<file path="src/rtl/trunc_pkg.sv">
// Shared widths, saturation limits and word types for the truncation stage.
package trunc_pkg;

   localparam int unsigned TRUNC_W = 24;
   localparam int unsigned TRUNC_F = 10;

   typedef logic [2*TRUNC_W-1:0] prod_t;
   typedef logic [TRUNC_W-1:0]   word_t;

   localparam word_t SAT_MAX = {1'b0, {(TRUNC_W-1){1'b1}}};
   localparam word_t SAT_MIN = {1'b1, {(TRUNC_W-1){1'b0}}};

endpackage

</file>
<file path="src/rtl/trunc_sat_comb.sv">
// Combinational floor slice, overflow detect and saturation mux for a 2W-bit product.
module trunc_sat_comb
   import trunc_pkg::*;
#(
   parameter int unsigned W = TRUNC_W,
   parameter int unsigned F = TRUNC_F
) (
   input  logic [2*W-1:0] i_sum,
   output logic [W-1:0]   o_word_c,
   output logic           o_ovf_c
);

   localparam int unsigned SIGN_W = W - F + 1;
   localparam logic [W-1:0] LP_SAT_MAX = {1'b0, {(W-1){1'b1}}};
   localparam logic [W-1:0] LP_SAT_MIN = {1'b1, {(W-1){1'b0}}};

   logic [W-1:0]      w_candidate;
   logic [SIGN_W-1:0] w_sign_field;
   logic              w_ext_ok;

   // Dropping the low F bits of a two's-complement value is a floor toward -inf.
   assign w_candidate  = i_sum[F+W-1:F];
   assign w_sign_field = i_sum[2*W-1:F+W-1];
   assign w_ext_ok     = (&w_sign_field) | ~(|w_sign_field);

   always_comb begin
      o_word_c = w_candidate;
      o_ovf_c  = 1'b0;
      if (!w_ext_ok) begin
         o_ovf_c  = 1'b1;
         o_word_c = i_sum[2*W-1] ? LP_SAT_MIN : LP_SAT_MAX;
      end
   end

endmodule

</file>
<file path="src/rtl/truncamiento_sat.sv">
// Registered truncation/saturation stage: 2W-bit signed product in, W-bit word out, 1-cycle latency.
module truncamiento_sat
   import trunc_pkg::*;
#(
   parameter int unsigned W = TRUNC_W,
   parameter int unsigned F = TRUNC_F
) (
   input  logic           CLK,
   input  logic           RST,
   input  logic [2*W-1:0] Datos_Sum,
   input  logic           Valid_In,
   output logic [W-1:0]   Datos_Trunc,
   output logic           Valid_Out,
   output logic           Ovf
);

   logic [W-1:0] w_word;
   logic         w_ovf;
   logic [W-1:0] r_data;
   logic         r_ovf;
   logic         r_valid;

   trunc_sat_comb #(
      .W (W),
      .F (F)
   ) u_trunc_sat_comb (
      .i_sum    (Datos_Sum),
      .o_word_c (w_word),
      .o_ovf_c  (w_ovf)
   );

   // Data and flag only update on valid samples; otherwise they hold.
   always_ff @(posedge CLK or posedge RST) begin
      if (RST) begin
         r_data  <= '0;
         r_ovf   <= 1'b0;
         r_valid <= 1'b0;
      end else begin
         r_valid <= Valid_In;
         if (Valid_In) begin
            r_data <= w_word;
            r_ovf  <= w_ovf;
         end
      end
   end

   assign Datos_Trunc = r_data;
   assign Valid_Out   = r_valid;
   assign Ovf         = r_ovf;

endmodule

</file>
<file path="config.mk">
export PLATFORM = sky130hd
export DESIGN_NAME = truncamiento_sat
export DESIGN_NICKNAME = d
export VERILOG_FILES = /design/src/rtl/trunc_pkg.sv /design/src/rtl/trunc_sat_comb.sv /design/src/rtl/truncamiento_sat.sv
export SDC_FILE = /design/constraint.sdc
export NUM_CORES = 1
export LEC_CHECK = 0
export BUFFER_PORTS_ARGS = -buffer_cell sky130_fd_sc_hd__buf_4
export CAP_MARGIN = 20
export CELL_PAD_IN_SITES_DETAIL_PLACEMENT = 0
export CELL_PAD_IN_SITES_GLOBAL_PLACEMENT = 1
export CORE_MARGIN = 4
export CORE_UTILIZATION = 31
export CTS_CLUSTER_DIAMETER = 60
export DETAILED_ROUTE_END_ITERATION = 7
export MAX_ROUTING_LAYER = met4
export PLACE_DENSITY = 0.77
export SLEW_MARGIN = 20
export SYNTH_ARGS = -nofsm -noshare
export SYNTH_HDL_FRONTEND = slang
export SYNTH_SLANG_ARGS = --single-unit
</file>
<file path="constraint.sdc">
create_clock -name CLK -period 1.2 [get_ports CLK]
set_input_delay 0.24 -clock CLK [delete_from_list [all_inputs] [get_ports CLK]]
set_output_delay 0.24 -clock CLK [all_outputs]
set_load 0.03 [all_outputs]
</file>
==> summary.txt, run 1 <==
Detailed routing
  • Detail-routed net length per standard cell: 16.3 um
  • DRC viols: 0
  • Starting DRT DRC Count: 48
  • Per-cell via count in the routed design: between 5 and 6
  • Number of nets with antenna violations after routing: 0
  • Wire length reported by the detailed router: roughly 3600 um
  • Vias: between 1k and 1.5k
  • Number of iterations in the first detailed-routing pass: 4

GRT
  • Largest net degree at the start of global routing: 50
  • Number of global-route vias before repair: about 1.2k
  • GRT Overall Usage: 0.147
  • First-pass GRT wire length: between 5000 and 6000 um
  • Sum of overflow across all layers after global routing: 0
  • Number of antenna violations at the first check in global routing: 0

CTS
  • CTS clock-pin slew for the worst setup and hold paths: roughly 0.090 ns
  • Worst skew pair latency: 0.26 ns
  • Largest buffer count on any clock path: 2
  • Clock tree from TritonCTS: yes
  • H-tree Lvls: 1
  • Root buffer cell: sky130_fd_sc_hd__clkbuf_8
  • Sink count of the clock tree: 26
  • Number of buffers created by CTS: 3

Floorplanning
  • Initial Utilization: 0.328
  • Die boundary height: approximately 70 um
  • Number of core rows: 22
  • Die width: between 70 and 80 um
  • Total core area: roughly 3700 um^2
  • Die ar.: slightly above 5000 um^2
  • Io pins: between 70 and 80

Final layout
  • Layout area overhead: 65.1%
  • Ratio of cells with drive above 1 in the final layout: 0.558
  • Final layout net count: about 220
  • Post-layout instance area: about 2000 um^2
  • Filler cell count: 342
  • Final core area utilization: 0.542
  • Number of antenna repair diodes: 0

Setup path
  • Data arrival time of the worst path: ~1.5 ns
  • Nature of the critical path endpoint: flop
  • Worst endpoint required time: about 1.4 ns
  • Setup CP Type: in2reg
  • Critical-path maximum fanout: 5
  • Kind of start point of the critical path: input port

Power and ir drop
  • Total chip power: 2.32 mW
  • Pleak: about 0.94 nW
  • Power density normalized to cell area: around 1100 nW/um^2
  • Peak VDD IR: about 460 uV

STA
  • Max-slew violation count: 0
  • Final Cycle Share: 1.12
  • Final setup viols: 23
  • Transition time at the pin with the least slew margin: ~0.46 ns
  • Maximum clock rate: between 700 and 800 MHz
  • RSZ-0062 raised after global routing: yes
  • Setup slack after layout: -0.146 ns
  • Worst Skew: 0 ns
  • Time the worst path needs with I/O delays and setup: approximately 1.3 ns
  • Final-report hold violation count: 0
  • Worst rel slew slack: 0.692

Worst hold path
  • Class of the tightest hold or removal check: in2async

Synth
  • Post-synthesis net count: about 150
  • Dominant register cell in the synthesized netlist: sky130_fd_sc_hd__dfrtp_1
  • Average footprint of a synthesized cell: around 13 um^2
  • Count of flip-flops with a built-in enable after synthesis: 0
  • Number of instances in the synthesized netlist: 98
  • Yosys Warn Count: 0
  • Flop and latch count out of synthesis: 26
  • Async set or reset register ratio after synthesis: 1.00
  • Distinct cell type count after synthesis: 19
  • Area of the mapped netlist: ~1200 um^2
  • Sequential area share after synthesis: 0.530

Run status
  • Violated checks: negative setup slack
  • Result of the run: complete, but fails checks

Place
  • Total of buffers placed on input and output ports: 66
  • Hpwl dp: 2440 um
  • Cell area after placement: about 1800 um^2
  • Global placer's final weighted congestion: slightly above 0.7

Job
  • Max cap viols: 0
==> cells in the mapped netlist (2+ instances only) <==
cell type | number | area, um^2
sky130_fd_sc_hd__a311o_1 | 20 | 200
sky130_fd_sc_hd__inv_1 | 2 | 7.51
sky130_fd_sc_hd__buf_6 | 2 | 22.5
sky130_fd_sc_hd__a311o_2 | 3 | 33.8
sky130_fd_sc_hd__nand4_1 | 3 | 18.8
sky130_fd_sc_hd__clkbuf_1 | 5 | 18.8
sky130_fd_sc_hd__nor2b_1 | 23 | 144
sky130_fd_sc_hd__buf_8 | 2 | 30.0
sky130_fd_sc_hd__nor4_1 | 3 | 18.8
sky130_fd_sc_hd__dfrtp_1 | 26 | 651
==> worst paths after layout <==
path,start,end,slack (ns),cells past startpoint
worst max register to register,Datos_Trunc[0],Datos_Trunc[0],0.20,2
min in group CLK,Datos_Sum[21],Datos_Trunc[11],0.22,2
worst min-delay path,RST,Datos_Trunc[23],0.01,3
worst min register to register,Ovf,Ovf,0.52,2
max in group asynchronous,RST,Datos_Trunc[15],0.93,3
worst max-delay path,Datos_Sum[38],Datos_Trunc[0],-0.15,7
==> cell families (layout without fill, tap and decap cells) <==
family          after synthesis  after routing  share of synthesized area
compound gates               23             23                      0.190
flops                        26             26                      0.530
buf+inv                      12             85                     0.0703
simple gates                 35             36                      0.192
mux                           2              2                     0.0173
==> critical path: stages <==
cell	delay (ns)
sky130_fd_sc_hd__buf_6	0.07
sky130_fd_sc_hd__nand4_1	0.14
sky130_fd_sc_hd__nor4_4	0.36
sky130_fd_sc_hd__buf_4	0.18
sky130_fd_sc_hd__nor4b_4	0.04
sky130_fd_sc_hd__buf_4	0.15
sky130_fd_sc_hd__a311o_2	0.31
==> report_power, final <==
group / switching [mW] / internal (mW) / leakage [nW]
Clock: 0.273 / 0.446 / 0.0357
Combinational: 0.318 / 0.298 / 0.590
Sequential: 0.0357 / 0.949 / 0.312
Total: 0.627 / 1.69 / 0.938
==> metal layers <==
metal  GRT usage  vias to the layer above  wire length [um]
met4      0.0564                        0                49
li1            -                      528                 -
met1       0.163                      553              1330
met5           -                        -                 0
met2       0.263                       31              2030
met3      0.0227                        4               168
==> sequential cells by signal, indices dropped and copies added (netlist names) <==
register     flops
Datos_Trunc     24
Ovf              1
Valid_Out        1
==> area by class of cell <==
cell class / instances / area [um^2] / share of cell area
Clock buffer: 3 / 41.3 / 0.0204
Clock inverter: 1 / 30.0 / 0.0148
Inverter: 2 / 7.51 / 0.00370
Multi-Input combinational cell: 61 / 577 / 0.284
Sequential cell: 26 / 651 / 0.321
Tap cell: 48 / 60.1 / 0.0296
Timing Repair Buffer: 79 / 662 / 0.326
==> placed cells by master, fill, tap and decap left out, drive strengths merged <==
master / synthesis / final
buf: 5 / 79
dfrtp: 26 / 26
nor2b: 23 / 23
a311o: 23 / 23
nor4: 4 / 4
nand4: 3 / 3
clkbuf: 5 / 3
nor4b: 1 / 2
inv: 2 / 2
nor3: 1 / 1
and4: 1 / 1
nand3: 1 / 1
or2: 1 / 1
mux2i: 1 / 1
mux2: 1 / 1
bufinv: 0 / 1
==> stage by stage <==
stage          setup slack (ns)  setup TNS, ns  std cells  hold WS, ns
2_1_floorplan            -0.166          -3.44         98        0.271
3_3_place_gp             -0.629         -14.49        207        0.314
3_5_place_dp             -0.668         -15.25        207        0.321
4_1_cts                 -0.0988          -1.65        218       0.0226
5_1_grt                  -0.134          -2.53        220       0.0513
6_report                 -0.146          -2.56        220       0.0145
==> repair_timing <==
action,CTS,global route
pin swaps,12,8
gates cloned,2,0
buffers inserted,7,3
gates resized for setup,17,0
hold buffers,0,0
setup endpoints to repair,23,23
(Power assumes the default switching activity.)
==> inputs of run 2 (changes only) <==
--- a/config.mk
+++ b/config.mk
@@ -9,12 +9,12 @@
 export CAP_MARGIN = 20
 export CELL_PAD_IN_SITES_DETAIL_PLACEMENT = 0
 export CELL_PAD_IN_SITES_GLOBAL_PLACEMENT = 1
-export CORE_MARGIN = 4
-export CORE_UTILIZATION = 31
+export CORE_MARGIN = 2
+export CORE_UTILIZATION = 33
 export CTS_CLUSTER_DIAMETER = 60
 export DETAILED_ROUTE_END_ITERATION = 7
 export MAX_ROUTING_LAYER = met4
-export PLACE_DENSITY = 0.77
+export PLACE_DENSITY_LB_ADDON = 0.1
 export SLEW_MARGIN = 20
 export SYNTH_ARGS = -nofsm -noshare
 export SYNTH_HDL_FRONTEND = slang
==> constraint.sdc (replaced) <==
create_clock -name CLK -period 1.6 [get_ports CLK]
set_input_delay 0.32 -clock CLK [delete_from_list [all_inputs] [get_ports CLK]]
set_output_delay 0.32 -clock CLK [all_outputs]
set_load 0.03 [all_outputs]
==> run 2 against run 1 <==
Effect of this change: the run now ends clean; final area down 9.2%; clock-buffer cell count is the same; sequential power shrank 25%; clock power decreased by 26%; non-clock buffer count decreased by 6; core utilization shrank 3.5 points; register-to-register slack improved by 0.46 ns; first-iteration DRC count down 2.1%; die area decreased by 16%; via count down 5.6%; routed wire length is 22% lower; critical endpoint is now Datos_Trunc[16]; highest routed layer unchanged.
==> summary.txt, run 2 (synthesis gave the netlist of run 1 again) <==
Run status
  • Result of the run: complete, no violations

Floorplanning
  • Io pins: 77 (unchanged)
  • Die ar.: 4230 um^2 (-16%)
  • Total core area: 3630 um^2 (-2.9%)
  • Number of core rows: 22 (unchanged)
  • Die width: 65.0 um (-8.4%)
  • Die boundary height: 65.0 um (-8.4%)
  • Initial Utilization: 0.338 (+0.00995)

Setup path
  • CP max stage delay: 0.69 ns (+0.33 ns)
  • Kind of start point of the critical path: input port
  • Number of gates on the worst path with buffers counted: 6 (-1)
  • Worst-path cell chain: buf_4 -> nor3_1 -> and4_4 -> nor4b_4 -> buf_6 -> a311o_1
  • Critical-path maximum fanout: 13 (+8)
  • Worst endpoint required time: 1.80 ns (+0.45 ns)
  • Reg-to-Reg End: Datos_Trunc[1]
  • Crit path buf inv count: 2 (-1)
  • Depth of the worst register-to-register path: 2 (unchanged)
  • Setup CP Type: in2reg
  • Cell with the largest stage delay on the worst path: sky130_fd_sc_hd__nor4b_4
  • Data arrival time of the worst path: 1.69 ns (+0.19 ns)
  • R2r startpoint: Datos_Trunc[1]
  • Cell family with the largest share of critical-path delay: simple AND/OR/NAND/NOR gates
  • Nature of the critical path endpoint: flop
  • Slack of the worst reg-to-reg path: 0.66 ns (+0.46 ns)

CTS
  • Post_cts resized: 0 (-17)
  • Cts-stage hold buffer count: 0 (unchanged)
  • H-tree Lvls: 1 (unchanged)
  • Root buffer cell: sky130_fd_sc_hd__clkbuf_8
  • Buffers inserted during post-CTS setup optimization: 0 (-7)
  • Largest buffer count on any clock path: 2 (unchanged)
  • Clock tree from TritonCTS: yes
  • CTS clock-pin slew for the worst setup and hold paths: 0.09 ns (about the same)
  • Sink count of the clock tree: 26 (unchanged)
  • Number of buffers created by CTS: 3 (unchanged)
  • Worst skew pair latency: 0.26 ns (about the same)

Final layout
  • Flip-flop count of the largest register, all copies and words added: 24 (unchanged)
  • Leading cell type in the layout, fill and taps excluded: sky130_fd_sc_hd__buf_4
  • Final layout net count: 217 (-3.1%)
  • Layout area overhead: 49.9%
  • Filler cell count: 347 (+1.5%)
  • Area of the multi-input gates: 500 um^2 (-13%)
  • Register area: 651 um^2 (unchanged)
  • Number of antenna repair diodes: 0 (unchanged)
  • Post-layout instance area: 1840 um^2 (-9.2%)
  • Commonest cells after routing, fill and taps aside: 72 x sky130_fd_sc_hd__buf_4, 26 x sky130_fd_sc_hd__dfrtp_1, 23 x sky130_fd_sc_hd__nor2b_1, 20 x sky130_fd_sc_hd__a311o_1
  • Ratio of cells with drive above 1 in the final layout: 0.509 (-0.0490)

Detailed routing
  • Vias: 1054 (-5.6%)
  • Detail-routed net length per standard cell: 13.2 um (-19%)
  • Number of iterations in the first detailed-routing pass: 2 (-2)
  • Wire length reported by the detailed router: 2810 um (-22%)
  • Starting DRT DRC Count: 47 (-2.1%)
  • Per-cell via count in the routed design: 4.95 (-2.5%)
  • DRC viols: 0 (unchanged)
  • Number of nets with antenna violations after routing: 0 (unchanged)

GRT
  • Number of global-route vias before repair: 1043 (-12%)
  • GRT Overall Usage: 0.139 (-0.00788)
  • Number of antenna violations at the first check in global routing: 0 (unchanged)
  • First-pass GRT wire length: 4440 um (-21%)
  • Largest net degree at the start of global routing: 50 (unchanged)
  • Sum of overflow across all layers after global routing: 0 (unchanged)

Place
  • Global placer's final weighted congestion: 0.687 (-3.2%)
  • Cell area after placement: 1770 um^2 (-1.5%)
  • Total of buffers placed on input and output ports: 66 (unchanged)
  • Hpwl dp: 2060 um (-15%)

STA
  • Max-slew violation count: 0 (unchanged)
  • Final Cycle Share: 0.934
  • Final-report hold violation count: 0 (unchanged)
  • Worst Skew: 0 ns (unchanged)
  • RSZ-0062 raised after global routing: no
  • Time the worst path needs with I/O delays and setup: about 1.5 ns
  • Maximum clock rate: ~670 MHz
  • Worst rel slew slack: 0.490 (-0.202)
  • Sum Neg Setup Slack: 0 ns (+2.56 ns)
  • Transition time at the pin with the least slew margin: 0.761 ns (+0.300 ns)
  • Final setup viols: 0 (-100%)

Power and ir drop
  • Peak VDD IR: 506 uV (+9.0%)
  • Power density normalized to cell area: 919 nW/um^2 (-20%)
  • Pleak: 0.858 nW (-8.5%)

Worst hold path
  • Class of the tightest hold or removal check: in2async

Job
  • Max cap viols: 0 (unchanged)
run 2: cell count changes in the layout (fill, tap and decap cells not counted), moves of 3 or more:
cell                     previous run  this run
sky130_fd_sc_hd__nor4_1             0         3
sky130_fd_sc_hd__nor4_4             3         0
sky130_fd_sc_hd__buf_6             11         1
sky130_fd_sc_hd__buf_4             66        72
run 2: how the worst max path moves through the flow:
stage | startpoint | end | slack, ns
global placement | Datos_Sum[41] | Datos_Trunc[1] | -0.35
floorplan | Datos_Sum[37] | Datos_Trunc[10] | 0.12
global route | Datos_Sum[44] | Datos_Trunc[18] | 0.02
detailed placement | Datos_Sum[45] | Datos_Trunc[11] | -0.19
finish | Datos_Sum[34] | Datos_Trunc[16] | 0.11
CTS | Datos_Sum[45] | Datos_Trunc[16] | 0.09
run 2: where the power goes:
group / total [mW] / leakage (nW) / switching [mW] / internal (mW)
Clock: 0.532 / 0.0357 / 0.198 / 0.334
Sequential: 0.739 / 0.312 / 0.0272 / 0.712
Combinational: 0.422 / 0.510 / 0.218 / 0.204
run 2: area by class of cell:
cell class	instances	share of cell area
clock inverters	1	0.0163
flip-flops and latches	26	0.353
well taps	48	0.0326
clock buffers	3	0.0224
repair buffers	73	0.300
inverters	2	0.00408
multi-input cells	60	0.272
run 2: per-stage QoR:
| stage | hold slack (ns) | power, mW | worst slack, ns | util | cells |
|---|---|---|---|---|---|
| after detailed placement | 0.408 | 1.18 | -0.193 | 0.487 | 209 |
| after CTS | 0.114 | 1.72 | 0.0854 | 0.507 | 213 |
| final | 0.108 | 1.69 | 0.106 | 0.507 | 213 |
| after floorplan | 0.351 | 0.979 | 0.124 | - | 98 |
| after global routing | 0.125 | 1.78 | 0.0155 | 0.507 | 213 |
| after global placement | 0.401 | 1.17 | -0.348 | 0.484 | 208 |
run 2: per-layer routing:
metal | wire length (um) | track usage | part of all wire
met1 | 1200 | 0.165 | 0.43
met2 | 1380 | 0.247 | 0.49
met3 | 208 | 0.0243 | 0.074
met4 | 20 | 0.0313 | 0.0071
met5 | 0 | - | 0
run 2: worst register-to-register path, delay by kind of cell (launching register included):
family | cells | cell delay, ns
AO/OA/AOI/OAI | 1 | 0.32
flip-flops | 1 | 0.39
AND/OR/NAND/NOR | 1 | 0.13
